$ cat config.mk
export PLATFORM = sky130hd
export DESIGN_NAME = unary_digit_collect_flat
export DESIGN_NICKNAME = d
export VERILOG_FILES = /design/src/rtl/unary_digit_collect_if.sv /design/src/rtl/unary_digit_collect.sv /design/src/flat_wrapper.sv
export SDC_FILE = /design/constraint.sdc
export NUM_CORES = 1
export LEC_CHECK = 0
export BUFFER_PORTS_ARGS = -buffer_cell sky130_fd_sc_hd__buf_2
export CAP_MARGIN = 20
export CORE_UTILIZATION = 47
export CTS_CLUSTER_DIAMETER = 80
export DETAILED_ROUTE_END_ITERATION = 8
export PLACE_DENSITY_LB_ADDON = 0.2
export SETUP_SLACK_MARGIN = 0.3
export SLEW_MARGIN = 25
export SYNTH_ARGS = -nofsm -noshare
export SYNTH_HDL_FRONTEND = slang
export SYNTH_SLANG_ARGS = --single-unit
$ cat constraint.sdc
create_clock -name clk -period 1.65 [get_ports clk]
set_input_delay 0.0825 -clock clk [delete_from_list [all_inputs] [get_ports clk]]
set_output_delay 0.0825 -clock clk [all_outputs]
set_load 0.1 [all_outputs]
$ cat src/rtl/unary_digit_collect_if.sv
// rtl/unary_digit_collect_if.sv - collected digit handshake bundle
// Master drives the digit result; slave returns ready.
interface unary_digit_collect_if #(
  parameter int CW = 4
);
  logic [CW-1:0] digit;
  logic          carry;
  logic          ovf;
  logic          valid;
  logic          ready;

  modport master (output digit, output carry, output ovf, output valid, input ready);
  modport slave  (input digit, input carry, input ovf, input valid, output ready);
endinterface

$ cat src/rtl/unary_digit_collect.sv
// rtl/unary_digit_collect.sv - unary mod-MOD pulse train to binary digit collector
// Counts adder dout pulses in the write phase and emits digit + carry on valid/ready.
module unary_digit_collect #(
  parameter int MOD = 13,
  parameter int CW  = 4
) (
  input  logic                    clk,
  input  logic                    rst,
  input  logic                    en,
  input  logic                    read_or_write,
  input  logic                    din,
  input  logic                    cin,
  output logic                    overrun,
  unary_digit_collect_if.master   dig_if
);

  typedef enum logic [1:0] {IDLE, ARM, COUNT, VALID} state_t;

  state_t          state, state_nxt;
  logic [CW-1:0]   cnt;
  logic            ovf_int;
  logic            carry_acc;
  logic [CW-1:0]   digit_q;
  logic            carry_q;
  logic            ovf_q;
  logic            valid_q;

  logic            accept;
  logic            acc_or;
  logic            cnt_clr;
  logic            cnt_inc;
  logic            load;
  logic            set_ovr;

  assign accept = valid_q && dig_if.ready;

  always_ff @(posedge clk or posedge rst) begin
    if (rst) state <= IDLE;
    else     state <= state_nxt;
  end

  // Acceptance wins over en so a stalled stage can still drain its result.
  always_comb begin
    state_nxt = state;
    acc_or    = 1'b0;
    cnt_clr   = 1'b0;
    cnt_inc   = 1'b0;
    load      = 1'b0;
    set_ovr   = 1'b0;
    if (accept) begin
      state_nxt = IDLE;
    end else if (en) begin
      case (state)
        IDLE: begin
          if (!read_or_write) begin
            acc_or = 1'b1;
          end else begin
            cnt_clr   = 1'b1;
            state_nxt = ARM;
          end
        end
        ARM: begin
          // Registered adder C lags by one cycle, so its last read value lands here.
          acc_or    = 1'b1;
          state_nxt = read_or_write ? COUNT : IDLE;
        end
        COUNT: begin
          if (read_or_write && din) begin
            cnt_inc = 1'b1;
          end else begin
            load      = 1'b1;
            state_nxt = VALID;
          end
        end
        VALID: begin
          if (!read_or_write) set_ovr = 1'b1;
        end
        default: state_nxt = IDLE;
      endcase
    end
  end

  always_ff @(posedge clk or posedge rst) begin
    if (rst) begin
      cnt       <= '0;
      ovf_int   <= 1'b0;
      carry_acc <= 1'b0;
      digit_q   <= '0;
      carry_q   <= 1'b0;
      ovf_q     <= 1'b0;
      valid_q   <= 1'b0;
      overrun   <= 1'b0;
    end else begin
      if (accept) begin
        valid_q   <= 1'b0;
        carry_acc <= 1'b0;
        ovf_int   <= 1'b0;
      end
      if (acc_or)  carry_acc <= carry_acc | cin;
      if (cnt_clr) cnt <= '0;
      if (cnt_inc) begin
        if (cnt == CW'(MOD - 1)) ovf_int <= 1'b1;
        else                     cnt     <= cnt + 1'b1;
      end
      if (load) begin
        digit_q <= cnt;
        carry_q <= carry_acc;
        ovf_q   <= ovf_int;
        valid_q <= 1'b1;
      end
      if (set_ovr) overrun <= 1'b1;
    end
  end

  assign dig_if.digit = digit_q;
  assign dig_if.carry = carry_q;
  assign dig_if.ovf   = ovf_q;
  assign dig_if.valid = valid_q;

endmodule

$ cat src/flat_wrapper.sv
// flat-port wrapper written by rule: the top's interface ports become plain ports
module unary_digit_collect_flat 
#(
  parameter int MOD = 13,
  parameter int CW  = 4
)
  (clk, rst, en, read_or_write, din, cin, overrun, dig_if_digit, dig_if_carry, dig_if_ovf, dig_if_valid, dig_if_ready);
  unary_digit_collect_if #(.CW(CW)) dig_if_i ();
  input  logic clk;
  input  logic rst;
  input  logic en;
  input  logic read_or_write;
  input  logic din;
  input  logic cin;
  output logic overrun;
  output wire logic [$bits(dig_if_i.digit)-1:0] dig_if_digit;
  output wire logic [$bits(dig_if_i.carry)-1:0] dig_if_carry;
  output wire logic [$bits(dig_if_i.ovf)-1:0] dig_if_ovf;
  output wire logic [$bits(dig_if_i.valid)-1:0] dig_if_valid;
  input wire logic [$bits(dig_if_i.ready)-1:0] dig_if_ready;
  assign dig_if_digit = dig_if_i.digit;
  assign dig_if_carry = dig_if_i.carry;
  assign dig_if_ovf = dig_if_i.ovf;
  assign dig_if_valid = dig_if_i.valid;
  assign dig_if_i.ready = dig_if_ready;
  unary_digit_collect #(.MOD(MOD), .CW(CW)) u_core (.clk(clk), .rst(rst), .en(en), .read_or_write(read_or_write), .din(din), .cin(cin), .overrun(overrun), .dig_if(dig_if_i));
endmodule
Word-level counts from Yosys, hierarchy flattened --
Index checks and enable logic that the tools add are counted. W data, S select, Z words.
Operators by class: $add $sub $neg 1, multipliers 0, div/mod/pow operators 0, magnitude comparators 0, equality and inequality tests 6, shift-type cells 0, mux-type cells 34, bitwise gates (word level) 1, reduce and logical (&&, ||, !) cells 8
Operator list (number):
- $mux W1 | 24
- $mux W4 | 3
- $mux W2 | 5
- $ne A3 B2 Y1 const B | 2
- $pmux W2 S3 | 1
- $reduce_bool A2 Y1 | 3
- $add A4 B1 Y4 const B | 1
- $eq A2 B2 Y1 const B | 2
- $eq A4 B4 Y1 const B | 1
- $reduce_and A4 Y1 | 1
- $reduce_bool A4 Y1 | 1
- $eq A2 B1 Y1 const B | 1
- $logic_and A1 B1 Y1 | 2
- $logic_not A2 Y1 | 1
- $pmux W1 S2 | 1
- $or A1 B1 Y1 | 1
Storage, ports and cells: bits in registers 16, bits in latches 0, RAM bits 0, bits in read-only memories 0, bits of input ports 7, word-level logic and storage cells 59, memories 0

Longest topological paths before layout --
depth in word-level cells 7, gate-level depth with buffers 7, depth with buffers taken out 6

Worst setup path after synthesis --
Ideal clock, no wire load.
path type reg-to-reg, start point register u_core.valid_q (netlist: u_core.dig_if.valid), end point register u_core.carry_q (netlist: u_core.dig_if.carry), arrival 1.895 ns, data required time 1.524 ns, setup slack -0.371 ns, stages on the path, launching flop included 4, cells stage by stage dfrtp_1 nand2_1 nand4_1 mux2_2
On the way: word-level cells in the longest chain between the ends 2
Ends and longest elaborated chain:
- from (decl) | line unary_digit_collect.sv:26 | logic valid_q;
- from (signal assigned) | line unary_digit_collect.sv:91 | valid_q <= 1'b0;
- from (signal assigned) | line unary_digit_collect.sv:95 | valid_q <= 1'b0;
- from (signal assigned) | line unary_digit_collect.sv:109 | valid_q <= 1'b1;
- $logic_and A1 B1 Y1 | line unary_digit_collect.sv:35 | assign accept = valid_q && dig_if.ready;
- $mux W1 | line unary_digit_collect.sv:50 | if (accept) begin
- to (signal assigned) | line unary_digit_collect.sv:107 | carry_q <= carry_acc;
- to (decl) | line unary_digit_collect.sv:24 | logic carry_q;
Every way passes these cells. A chain may end at the register's enable or synchronous reset.

Worst setup path in the final report --
start point register u_core.state[0], end point register u_core.cnt[0]
On the way: word-level cells in the longest chain between the ends 7, elaborated cells on any way between the ends 11, those cells by class eq/ne: 1; mux: 9; reduce/logical: 1
Ends and longest elaborated chain:
- from (decl) | line unary_digit_collect.sv:19 | state_t state, state_nxt;
- from (signal assigned) | line unary_digit_collect.sv:39 | else state <= state_nxt;
- $logic_not A2 Y1 | line unary_digit_collect.sv:53 | case (state)
- $mux W1 | line unary_digit_collect.sv:53
- $mux W1 | line unary_digit_collect.sv:52 | end else if (en) begin
- $mux W1 | line unary_digit_collect.sv:50
- $mux W4 | line unary_digit_collect.sv:100 | if (cnt_clr) cnt <= '0;
- $mux W4 | line unary_digit_collect.sv:102 | if (cnt == CW'(MOD - 1)) ovf_int <= 1'b1;
- $mux W4 * | line unary_digit_collect.sv:101 | if (cnt_inc) begin
- to (signal assigned) | line unary_digit_collect.sv:103 | else cnt <= cnt + 1'b1;
- to (decl) | line unary_digit_collect.sv:20 | logic [CW-1:0] cnt;
Every way passes the cells marked *; elsewhere a longest branch is shown, timed or not.

==> impl_metrics.py <==
metrics = {
    "outcome": {
        "status": "finished, violations left",
        "violations": "DRC",
    },
    "layout": {
        "number_of_fill_cells": 126,
        "stdcell_area_sq_um": 1050,
        "final_net_count": 120,
        "mostFrequentLayoutCells": "buf_2, dfrtp_1, nand2_1",
        "finalNonFillerCells": 122,
        "post-route-util_pct": 66.7,
        "post_route_cells_drive_above_1_share_pct": 38.7,
        "layout_stage_area_growth_over_the_synthesis_result_pct": 25.6,
        "n_antenna_cell": 0,
    },
    "detailed_routing": {
        "routedWlPerCell_um": 12.9,
        "antenna_violating_nets_post_route": 0,
        "route.final.wire_length_um": 1580,
        "post_drt_via_cell_ratio": 5.40,
        "dr_total_vias": 659,
        "pre_antenna_drt_iters": 8,
        "drt-initial-drc-count": 10,
        "drc_errors": 3,
    },
    "yosys": {
        "synth_area_per_cell_sq_um": 10.1,
        "ys_types": 26,
        "yosysSeqAreaShare_pct": 47.8,
        "yosysWarningCount": 0,
        "synthesis.instances": 83,
        "synth.ff_latch_count": 16,
        "yosysTopAreaCellShare_pct": 47.8,
        "synth.top_cells.by_area": "dfrtp_1, ha_1, nand2_1, inv_1, mux2_2",
        "yosys.area.top_type": "dfrtp_1",
        "share_of_flip_flops_with_an_asynchronous_set_or_reset_pct": 100,
        "synth_top_flop_cell": "dfrtp_1",
        "synth_fp_nets": 96,
        "synth_edf_count": 0,
        "mappedNetlistArea_sq_um": 837,
    },
    "cts": {
        "cts.sink_count": 16,
        "tritoncts": "yes",
        "clk_latency_ps": 290,
        "cts_inserted_buffers": 3,
        "ctsHtreeMaxLevel": 1,
        "clk_path_buf_depth": 2,
        "cts.root.buffer_cell": "clkbuf_4",
        "worst_setup_hold_path_clk_slew_ps": 100,
    },
    "grt": {
        "grt_pass1_wl_um": 2790,
        "pin_count_of_the_biggest_net_entering_global_routing": 17,
        "globalRouteTotalUtil_pct": 19.5,
        "grt_pass1_vias": 680,
        "antenna_found_initial": 0,
        "grt_remaining_overflow": 0,
    },
    "setup_path": {
        "worstSetupEndpointType": "flop",
        "critical_path.max_fanout": 8,
        "rr_endpoint": "u_core.cnt[0]$_DFF_PP0_",
        "startpoint": "u_core.state[0]$_DFFE_PP0P_",
        "worst-r2r-cell-count": 6,
        "worstPathRequired_ps": 1870,
        "r2r_setup_slack_ps": 110,
        "worstPathArrival_ps": 1760,
        "crit_path_start_kind": "flop",
        "crit_type": "reg2reg",
        "critical_path.reg2reg.startpoint": "u_core.state[0]$_DFFE_PP0P_",
        "crit_end": "u_core.cnt[0]$_DFF_PP0_",
    },
    "floorplan": {
        "floorplan.die.width_um": 44.2,
        "initial_core_util_pct": 53.1,
        "dieHeight_um": 44.2,
        "placeableCoreArea_sq_um": 1580,
        "io_pins": 15,
        "core.rowCount": 14,
        "design.die.area_sq_um": 1950,
    },
    "placement": {
        "globalplace.congestion": 0.796,
        "detailedPlace.worstSlack_ps": 20.9,
        "dp_cells": 112,
        "io_buffers": 14,
        "detailedPlacementHpwl_um": 1110,
        "total_cell_area_at_the_placement_stage_sq_um": 947,
    },
    "timing": {
        "report.final.hold_viol_count": 0,
        "fin_crit_share_pct": 93.6,
        "maxSlewHeadroom_pct": 61.0,
        "grt_setup_unrepaired": "yes",
        "finalWorstSetupSlack_ps": 106,
        "fin_setup_tns_ps": 0,
        "final_period_minus_worst_setup_slack_ps": 1540,
        "worst_margin_pin_slew_ps": 584,
        "fmax_mhz": 648,
        "whs_ps": 20.5,
        "setup_violations": 0,
        "fin_worst_skew_ps": 2.87,
        "timing.final.max_slew_violations": 0,
    },
    "flow_run": {
        "cap_violations": 0,
    },
    "pwr": {
        "p_leak_nw": 0.503,
        "power_density_cells_nw_per_um2": 1550,
        "ir_worst_vdd_mv": 1.02,
        "design_power_total_mw": 1.63,
    },
    "worst_hold_path": {
        "hp-class": "in2reg",
    },
}
## cells by family (layout without fill, tap and decap cells)
kind of cell	after synthesis	in the layout	synth area share, %
and+or+nand+nor	27	27	17.9
AOI/OAI and AO/OA	19	19	14.1
DFF	16	16	47.8
buffers and inverters	11	34	5.98
adders and majority gates	6	6	8.97
muxes	4	4	5.23
## area by class of cell
type,count,area (sq um),share of cell area (%)
multi-input combinational,56,427,40.6
sequential,16,405,38.6
timing repair buffer,21,129,12.3
clock buffer,4,36.3,3.45
inverter,9,33.8,3.21
tap,16,20.0,1.90
## timing repair
| item | in CTS | in global routing |
|---|---|---|
| hold buffers | 1 | 0 |
| setup endpoints to repair | 10 | 10 |
| setup buffers | 5 | 0 |
| resized for setup | 6 | 3 |
| pin swaps | 3 | 0 |
| endpoints found under the hold margin | 16 | 0 |
## state kept, by name, indices dropped and copies added, names as in the netlist
name / cells
u_core.carry_acc: 1
u_core.cnt: 4
u_core.dig_if.carry: 1
u_core.dig_if.digit: 4
u_core.dig_if.ovf: 1
u_core.dig_if.valid: 1
u_core.overrun: 1
u_core.ovf_int: 1
u_core.state: 2
## synth_stat cells (all sizes together) (2+ instances only)
library cell / instances
dfrtp: 16
o21ai: 7
nand2: 11
nand2b: 2
ha: 6
inv: 9
a21oi: 5
nand3: 4
or3b: 2
mux2: 3
nand4: 4
## worst min-delay path by stage
stage / startpoint / end / slack (ps) / depth (start not counted)
after global placement: rst / u_core.dig_if.digit[0]$_DFFE_PP0P_ / 170 / 2
final: dig_if_ready / u_core.carry_acc$_DFFE_PP0P_ / 20 / 2
after detailed placement: rst / u_core.dig_if.carry$_DFFE_PP0P_ / 180 / 2
after floorplan: rst / u_core.carry_acc$_DFFE_PP0P_ / -4 / 1
after global routing: dig_if_ready / u_core.carry_acc$_DFFE_PP0P_ / 30 / 2
after CTS: dig_if_ready / u_core.carry_acc$_DFFE_PP0P_ / 20 / 2
## worst max-delay path, cell delays in order, from the launching register on
cell	delay, ps
dfrtp_1	410
inv_2	100
ha_4	160
nand2_1	50
or3b_4	440
nor2b_4	130
mux2i_1	180
## metal layers
metal | track usage (%) | wire [um]
met5 | 0 | 0
met4 | 7.88 | 29
met3 | 4.08 | 49
met2 | 33.5 | 782
met1 | 23.6 | 717
## power breakdown
group / internal (mW) / switching, mW
sequential: 0.480 / 0.0692
combinational: 0.279 / 0.543
clock: 0.134 / 0.128
total: 0.893 / 0.740
(Power assumes the default switching activity.)
